## src/rtl/arr_check_sched_if.sv

```systemverilog
// Handshake/status bundle for arr_check_sched: sweep request, lane strobes,
// per-lane compare results and the sweep result registers.
interface arr_check_sched_if #(
  parameter int NLANES = 6,
  parameter int CNT_W  = 16
);
  logic              start;
  logic [NLANES-1:0] lane_en;
  logic [NLANES-1:0] mismatch_in;
  logic [NLANES-1:0] check;
  logic [2:0]        lane_sel;
  logic              busy;
  logic              done;
  logic [NLANES-1:0] err_mask;
  logic [CNT_W-1:0]  pass_count;
  logic [CNT_W-1:0]  fail_count;

  modport master (
    output start, lane_en, mismatch_in,
    input  check, lane_sel, busy, done, err_mask, pass_count, fail_count
  );

  modport slave (
    input  start, lane_en, mismatch_in,
    output check, lane_sel, busy, done, err_mask, pass_count, fail_count
  );
endinterface

```

## src/rtl/arr_check_sched.sv

```systemverilog
// Array check scheduler: walks the enabled lanes one at a time, pulses a
// one-hot check strobe, waits SETTLE cycles, samples the lane's mismatch
// result and accumulates err_mask plus saturating pass/fail counters.
// Optional build macro ARR_CHECK_SCHED_STOP_ON_FAIL_EN: the first failing
// sample ends the sweep immediately.
module arr_check_sched #(
  parameter int NLANES = 6,
  parameter int SETTLE = 2,
  parameter int CNT_W  = 16
) (
  input  logic            clk,
  input  logic            reset_l,
  arr_check_sched_if.slave bus
);

  typedef enum logic [2:0] {
    S_IDLE,
    S_ISSUE,
    S_SETTLE,
    S_SAMPLE,
    S_DONE
  } state_t;

  localparam logic [3:0] SETTLE_INIT = 4'((SETTLE > 0) ? SETTLE - 1 : 0);
  localparam logic [2:0] LAST_LANE   = 3'(NLANES - 1);

  state_t            r_state;
  logic [NLANES-1:0] r_en;
  logic [NLANES-1:0] r_check;
  logic [NLANES-1:0] r_err;
  logic [2:0]        r_lane_sel;
  logic [3:0]        r_settle_cnt;
  logic              r_busy;
  logic              r_done;
  logic [CNT_W-1:0]  r_pass;
  logic [CNT_W-1:0]  r_fail;

  logic [2:0]        w_next_lane;
  logic [NLANES-1:0] w_next_check;
  logic              w_last;
  logic              w_mm;
  logic              w_stop;
  logic              w_adv;

  // Next-lane bookkeeping shared by the skipped-lane and post-sample paths
  always_comb begin
    w_next_lane  = r_lane_sel + 3'd1;
    w_last       = (r_lane_sel == LAST_LANE);
    w_mm         = bus.mismatch_in[r_lane_sel];
    w_next_check = '0;
    if (!w_last && r_en[w_next_lane]) begin
      w_next_check = NLANES'(1) << w_next_lane;
    end
`ifdef ARR_CHECK_SCHED_STOP_ON_FAIL_EN
    w_stop = w_mm;
`else
    w_stop = 1'b0;
`endif
    w_adv = ((r_state == S_ISSUE) && !r_en[r_lane_sel]) ||
            ((r_state == S_SAMPLE) && !w_stop);
  end

  // Sweep FSM; check/done are registered so the strobe lines up with ISSUE/DONE
  always_ff @(posedge clk) begin
    if (!reset_l) begin
      r_state      <= S_IDLE;
      r_en         <= '0;
      r_check      <= '0;
      r_err        <= '0;
      r_lane_sel   <= '0;
      r_settle_cnt <= '0;
      r_busy       <= 1'b0;
      r_done       <= 1'b0;
      r_pass       <= '0;
      r_fail       <= '0;
    end else begin
      r_check <= '0;
      r_done  <= 1'b0;
      case (r_state)
        S_IDLE: begin
          if (bus.start) begin
            r_state    <= S_ISSUE;
            r_lane_sel <= '0;
            r_en       <= bus.lane_en;
            r_err      <= '0;
            r_pass     <= '0;
            r_fail     <= '0;
            r_busy     <= 1'b1;
            r_check    <= NLANES'(bus.lane_en[0]);
          end
        end
        S_ISSUE: begin
          if (r_en[r_lane_sel]) begin
            if (SETTLE > 0) begin
              r_state      <= S_SETTLE;
              r_settle_cnt <= SETTLE_INIT;
            end else begin
              r_state <= S_SAMPLE;
            end
          end
        end
        S_SETTLE: begin
          if (r_settle_cnt == 4'd0) begin
            r_state <= S_SAMPLE;
          end else begin
            r_settle_cnt <= r_settle_cnt - 4'd1;
          end
        end
        S_SAMPLE: begin
          if (w_mm) begin
            r_err[r_lane_sel] <= 1'b1;
            if (r_fail != '1) r_fail <= r_fail + 1'b1;
          end else begin
            if (r_pass != '1) r_pass <= r_pass + 1'b1;
          end
          if (w_stop) begin
            r_state <= S_DONE;
            r_done  <= 1'b1;
          end
        end
        S_DONE: begin
          r_state <= S_IDLE;
          r_busy  <= 1'b0;
        end
        default: r_state <= S_IDLE;
      endcase
      // Skipped lanes and completed samples share one advance path; the
      // next lane's strobe is loaded here so it appears in its ISSUE cycle.
      if (w_adv) begin
        if (w_last) begin
          r_state <= S_DONE;
          r_done  <= 1'b1;
        end else begin
          r_state    <= S_ISSUE;
          r_lane_sel <= w_next_lane;
          r_check    <= w_next_check;
        end
      end
    end
  end

  assign bus.check      = r_check;
  assign bus.lane_sel   = r_lane_sel;
  assign bus.busy       = r_busy;
  assign bus.done       = r_done;
  assign bus.err_mask   = r_err;
  assign bus.pass_count = r_pass;
  assign bus.fail_count = r_fail;

endmodule
```

## src/flat_wrapper.sv

```systemverilog
// flat-port wrapper written by rule: the top's interface ports become plain ports
module arr_check_sched_flat 
#(
  parameter int NLANES = 6,
  parameter int SETTLE = 2,
  parameter int CNT_W  = 16
)
  (clk, reset_l, bus_start, bus_lane_en, bus_mismatch_in, bus_check, bus_lane_sel, bus_busy, bus_done, bus_err_mask, bus_pass_count, bus_fail_count);
  arr_check_sched_if #(.NLANES(NLANES), .CNT_W(CNT_W)) bus_i ();
  input  logic clk;
  input  logic reset_l;
  input wire logic [$bits(bus_i.start)-1:0] bus_start;
  input wire logic [$bits(bus_i.lane_en)-1:0] bus_lane_en;
  input wire logic [$bits(bus_i.mismatch_in)-1:0] bus_mismatch_in;
  output wire logic [$bits(bus_i.check)-1:0] bus_check;
  output wire logic [$bits(bus_i.lane_sel)-1:0] bus_lane_sel;
  output wire logic [$bits(bus_i.busy)-1:0] bus_busy;
  output wire logic [$bits(bus_i.done)-1:0] bus_done;
  output wire logic [$bits(bus_i.err_mask)-1:0] bus_err_mask;
  output wire logic [$bits(bus_i.pass_count)-1:0] bus_pass_count;
  output wire logic [$bits(bus_i.fail_count)-1:0] bus_fail_count;
  assign bus_i.start = bus_start;
  assign bus_i.lane_en = bus_lane_en;
  assign bus_i.mismatch_in = bus_mismatch_in;
  assign bus_check = bus_i.check;
  assign bus_lane_sel = bus_i.lane_sel;
  assign bus_busy = bus_i.busy;
  assign bus_done = bus_i.done;
  assign bus_err_mask = bus_i.err_mask;
  assign bus_pass_count = bus_i.pass_count;
  assign bus_fail_count = bus_i.fail_count;
  arr_check_sched #(.NLANES(NLANES), .SETTLE(SETTLE), .CNT_W(CNT_W)) u_core (.clk(clk), .reset_l(reset_l), .bus(bus_i));
endmodule
```

## config.mk

```make
export PLATFORM = sky130hd
export DESIGN_NAME = arr_check_sched_flat
export DESIGN_NICKNAME = d
export VERILOG_FILES = /design/src/rtl/arr_check_sched_if.sv /design/src/rtl/arr_check_sched.sv /design/src/flat_wrapper.sv
export SDC_FILE = /design/constraint.sdc
export NUM_CORES = 1
export LEC_CHECK = 0
export CORE_ASPECT_RATIO = 0.8
export CORE_MARGIN = 4
export CORE_UTILIZATION = 57
export CTS_CLUSTER_SIZE = 28
export DETAILED_ROUTE_END_ITERATION = 6
export DONT_BUFFER_PORTS = 1
export HOLD_SLACK_MARGIN = 0.08
export PLACE_DENSITY = 0.75
export SETUP_SLACK_MARGIN = 0.3
export SKIP_LAST_GASP = 1
export SLEW_MARGIN = 20
export SYNTH_ARGS = -nofsm -noshare
export SYNTH_HDL_FRONTEND = slang
export SYNTH_SLANG_ARGS = --single-unit
```

## constraint.sdc

```tcl
create_clock -name clk -period 2 [get_ports clk]
set_input_delay 0 -clock clk [delete_from_list [all_inputs] [get_ports clk]]
set_output_delay 0 -clock clk [all_outputs]
set_load 0.05 [all_outputs]
```

==> results of run 1 <==
==> Yosys cell counts, drive strengths merged (3+ instances only) <==
| cell type | n | area, µm² |
|---|---|---|
| nand3b | 4 | 30.0 |
| a21oi | 25 | 129 |
| nor3 | 6 | 30.0 |
| a31oi | 4 | 25.0 |
| or4 | 10 | 75.1 |
| nand4 | 9 | 56.3 |
| and2 | 5 | 31.3 |
| buf | 7 | 46.3 |
| o21ai | 3 | 15.0 |
| dfxtp | 62 | 1240 |
| and3 | 10 | 62.6 |
| nand2b | 4 | 25.0 |
| nand3 | 21 | 105 |
| and4 | 3 | 26.3 |
| clkbuf | 13 | 48.8 |
| o21a | 5 | 37.5 |
| nor4 | 22 | 138 |
| ha | 9 | 113 |
| nor2 | 36 | 135 |
| o31ai | 10 | 75.1 |
| inv | 6 | 22.5 |
| nand2 | 34 | 128 |
| mux2 | 4 | 45.0 |
| mux2i | 5 | 50.1 |
| xnor2 | 14 | 123 |
==> cells by family after synthesis <==
family / after synthesis
flops: 62
buf+inv: 27
xor+xnor: 15
fa+ha+maj: 9
compound gates: 63
mux: 11
simple gates: 175
==> worst max-delay path, cell delays in order (launching register included) <==
cell	delay (ps)
dfxtp_4	370
buf_4	120
buf_8	130
mux4_2	590
nand2_4	110
nand3_4	140
nor4_4	370
and3_1	250
==> where the power goes <==
part / internal, W / total, W / leakage [nW] / switching (W)
clock: 0.000803 / 0.00133 / 0.120 / 0.000526
combinational: 0.000285 / 0.000661 / 1.11 / 0.000376
sequential: 0.00126 / 0.00130 / 0.509 / 0.0000416
==> metal layers <==
| metal | part of all wire [%] | track usage, % | wire [µm] | up-vias |
|---|---|---|---|---|
| li1 | - | - | - | 1526 |
| met1 | 36 | 34.9 | 4440 | 1660 |
| met2 | 46 | 50.1 | 5770 | 300 |
| met3 | 11 | 10.2 | 1410 | 106 |
| met4 | 6.9 | 13.6 | 856 | 0 |
| met5 | 0 | 2.27 | 0 | - |
==> sequential cells by signal, indices dropped and copies added (netlist names) <==
signal,cells
u_core.bus.err_mask,6
u_core.r_state,3
u_core.bus.done,1
u_core.bus.check,6
u_core.bus.busy,1
u_core.bus.pass_count,16
u_core.r_settle_cnt,4
u_core.bus.fail_count,16
u_core.bus.lane_sel,3
u_core.r_en,6
==> final cells by class <==
type / count / area, µm² / share of cell area, %
Timing Repair Buffer: 95 / 813 / 17.9
Inverter: 7 / 30.0 / 0.662
Clock buffer: 13 / 169 / 3.72
Multi-Input combinational cell: 274 / 2120 / 46.7
Clock inverter: 3 / 65.1 / 1.43
Sequential cell: 62 / 1270 / 27.9
Tap cell: 62 / 77.6 / 1.71
==> cells in the final DEF, fill, tap and decap left out, drive strengths merged, types with 6 or more instances in the layout <==
cell,n
buf,86
dfxtp,62
nor2,36
nand2,34
a21oi,26
nor4,22
nand3,21
xnor2,14
clkbuf,13
and3,10
o31ai,10
or4,10
nand4,9
ha,9
dlygate4sd3,7
nor3,6
==> repair_timing <==
action	in CTS	in global routing
pin swaps	7	25
setup buffers	13	11
endpoints found under the setup margin	44	53
endpoints found under the hold margin	27	0
hold buffers	8	0
gates cloned	1	1
gates resized for setup	22	51
==> stage by stage <==
step                      worst slack [ps]  TNS [ps]  cell area, µm²  util (%)  hold slack, ps
final                                 -142      -726            4540      88.6             136
after global routing                  -198     -1860            4540      88.6             167
after CTS                            -1.69     -1.80            4210      82.1             170
after detailed placement             -45.3      -123            3650      71.2             137
after global placement               -46.5     -71.7            3650      71.2             139
after floorplan                       -178     -3750            3210         -             136
==> worst paths after layout <==
check,end,start,cells past startpoint,slack (ps)
hold reg to reg,u_core.r_en[3],u_core.r_en[3],2,490
setup / recovery,u_core.bus.check[5],u_core.bus.lane_sel[0],7,-140
setup reg to reg,u_core.bus.check[5],u_core.bus.lane_sel[0],7,-140
hold / removal,u_core.r_en[3],bus_start,4,140
==> reports/metrics.cfg, run 1 <==
[run_status]
status=finished, violations left
violations=setup timing

[die]
die-area_um2=6670
start_util_pct=60.3
row_count=23
fp.dieW_um=90.3
core_area_um2=5120
dieHeight_um=73.9
io_pins=64

[yosys]
synth-compound-area-share_pct=13.5
synth_top_family_by_area=simple AND/OR/NAND/NOR gates
synthArstFlopShare_pct=0
yosysWarningCount=0
synth_mux_area_share_pct=4.53
synthXorXnorAreaFrac_pct=4.25
syn_inst=362
yosys.area_share.simple_pct=30.0
post_synth_num_cell_types=53
synth-adder-area-share_pct=3.64
syn_area_per_cell_um2=8.54
synth_seq_cells=62
yosysSeqAreaShare_pct=40.2
synth_edf_count=0
ys.flop_type=dfxtp_1
synth_area_um2=3090
syn_nets=386

[final_layout]
drive_gt1_share_pct=39.0
syn2layout_area_growth_pct=46.8
fill_cells=227
final_cells=516
antenna_cells=0
layout.nets=473

[pwr]
p_total_w=0.00329
p_leak_nw=1.74
ir_drop_mv=0.593
power_density_nw_per_um2=726

[clock_tree]
cts.htree.levels=3
clockBufferDepth=2
path_clk_slew_ps=80
cts_buffers=9
clock_sinks=62
insertion_delay_ps=360
cts_tree=yes
cts_root_buf=clkbuf_8

[sta]
max_freq_mhz=467
fin_skew_ps=13.7
slew_violations=0
grt_setup_unrepaired=yes
fin_crit_sh_pct=107
finalHoldViolCount=0
setup_slack_ps=-142
period_minus_slack_ps=2140
worstMarginPinSlew_ps=775
setup_viol=13
relSlewSlack_pct=48.3

[placed_design]
hpwl_um=6000
gp_congestion=0.868
dp.cells=466
port_buffers=0

[drt]
drt_wl_total_um=12500
routed_via_density=6.96
drc=0
ant_nets=0
vias=3592
firstDrtPassIters=7
first_iter_violations=454
post_drt_wl_per_cell_um=24.2

[worst_setup_path]
critPathMaxFanout=6
arrival_ps=2440
path_class=reg -> reg
cp-end-kind=flip-flop
startpoint_type=flip-flop
cp_data_required_time_ps=2290

[worst_hold_path]
min_path_type=in -> reg

[global_route]
grt_remaining_overflow=0
antenna_found_initial=0
grt_pass1_vias=3147
grt_pass1_wl_um=15600
grt_max_degree=17
grtUsageTotal_pct=29.8

[job]
drv_cap=0

Note: power is estimated with default switching activity, not from simulation.
==> inputs of run 2 (changes only) <==
==> constraint.sdc (replaced) <==
create_clock -name clk -period 2 [get_ports clk]
set_input_delay 0.2 -clock clk [delete_from_list [all_inputs] [get_ports clk]]
set_output_delay 0.2 -clock clk [all_outputs]
set_load 0.05 [all_outputs]
==> run 2 against run 1 <==
Against the previous run:
- the run still ends with setup timing left
- clock power down 22%
- sequential power about the same
- setup slack got worse by 110 ps
- wire length rose by 7.3%
- non-clock buffer count up 3
- critical path type unchanged
- largest power group is now sequential cells
- highest routed layer unchanged
==> reports/metrics.cfg, run 2 (same netlist as run 1, synthesis figures left out) <==
[sta]
grt_setup_unrepaired=yes
holdWs_ps=88.2
slew_violations=0
period_minus_slack_ps=2250
setup_viol=30
max_freq_mhz=445
worstMarginPinSlew_ps=670
setup_tns_ps=-1680
fin_skew_ps=7.76
relSlewSlack_pct=55.0
finalHoldViolCount=0
setup_slack_ps=-249
fin_crit_sh_pct=112

[die]
die-area_um2=6670
core_area_um2=5120
row_count=23
fp.dieW_um=90.3
dieHeight_um=73.9
io_pins=64
start_util_pct=60.3

[clock_tree]
path_clk_slew_ps=70
cts_buffers=9
insertion_delay_ps=360
cts.htree.levels=3
cts_tree=yes
cts_root_buf=clkbuf_8
clockBufferDepth=2
clock_sinks=62

[final_layout]
final_util_pct=91.2
regArea_um2=1270
fill_cells=163
final_cell_mix=buf_4, dfxtp_1, nor2_1
drive_gt1_share_pct=42.0
layout.nets=476
multi_input_area_um2=2280
fin_area_um2=4670
layout_commonest_cell=buf_4
syn2layout_area_growth_pct=51.2

[global_route]
grtUsageTotal_pct=32.1
grt_pass1_vias=3185
grt_pass1_wl_um=16700
grt_remaining_overflow=0
grt.met2_usage_pct=54.6
grt_util_met3_pct=10.3
busiest_layer=met2
grt_max_degree=15
antenna_found_initial=0
grt_util_met1_pct=38.1

[run_status]
status=finished, violations left
violations=setup timing

[placed_design]
hpwl_um=5920
post-place-ws_ps=-62.6
port_buffers=0
post_dp_cell_area_um2=3640
gp_congestion=0.857

[pwr]
ir_drop_mv=0.654
p_leak_nw=1.73
power_density_nw_per_um2=656

[worst_setup_path]
arrival_ps=2550
cp_data_required_time_ps=2300
path_class=reg -> reg
r2r.worst_path.cells=9
startpoint_type=flip-flop
cp-end-kind=flip-flop
critPathMaxFanout=8

[drt]
routed_via_density=7.25
post_drt_wl_per_cell_um=25.9
drt_wl_total_um=13400
vias=3754
drc=0
first_iter_violations=406
ant_nets=0
firstDrtPassIters=6

[worst_hold_path]
whs_path_depth=2
min_path_type=in -> reg

[job]
drv_cap=0

## run 2: cell count changes in the layout (fill, tap and decap cells not counted), moves of 2 or more
cell	change
a21oi_1	-4
a21oi_2	+3
and2_1	+2
and2_4	-2
buf_4	+2
buf_6	+2
bufinv_16	-2
nand2_1	+2
nand2_2	-2
nor4_1	-12
nor4_2	+3
nor4_4	+9
o31ai_1	-2
o31ai_2	+2
## run 2: final cells by class
| class | count | share of cell area, % |
|---|---|---|
| multi-input cells | 274 | 48.8 |
| flip-flops and latches | 62 | 27.1 |
| repair buffers | 98 | 18.0 |
| clock buffers | 13 | 3.62 |
| well taps | 62 | 1.66 |
| inverters | 7 | 0.643 |
| clock inverters | 1 | 0.107 |
| diodes | 1 | 0.0536 |
## run 2: path summary, 6_finish.rpt
check                               from                endpoint  slack, ps
setup / recovery  u_core.bus.lane_sel[0]  u_core.bus.err_mask[3]       -250
hold / removal                 bus_start         u_core.bus.busy         90
setup reg to reg  u_core.bus.lane_sel[0]  u_core.bus.err_mask[3]       -250
hold reg to reg   u_core.r_settle_cnt[1]  u_core.r_settle_cnt[1]        490
## run 2: worst max-delay path, stage by stage (launching register included)
cell	delay [ps]
dfxtp_4	360
buf_6	120
buf_8	120
nor2_2	190
a222oi_1	110
buf_4	210
buf_8	160
nand2b_4	190
nor4_1	530
o21a_1	200
## run 2: power breakdown
group / switching [W] / internal [W] / leakage, nW
combinational: 0.000413 / 0.000303 / 1.13
clock: 0.000500 / 0.000536 / 0.0914
sequential: 0.0000513 / 0.00126 / 0.509
total: 0.000964 / 0.00210 / 1.73
## run 2: per-stage QoR
step / total power [W] / std cells
after CTS: 0.00285 / 506
after global placement: 0.00169 / 465
after detailed placement: 0.00170 / 465
final: 0.00306 / 518
after global routing: 0.00312 / 517
after floorplan: 0.00160 / 362
## run 2: what timing repair did
item	4_1_cts	5_1_grt
pin swaps	12	26
resized for setup	55	47
endpoints found under the setup margin	45	53
setup buffers	19	10
endpoints found under the hold margin	21	0
cloned	1	1
hold buffers	7	0
## run 2: per-layer routing
metal | routed length (µm) | vias up
li1 | - | 1530
met1 | 4710 | 1741
met2 | 6020 | 365
met3 | 1630 | 118
met4 | 1040 | 0
met5 | 0 | -
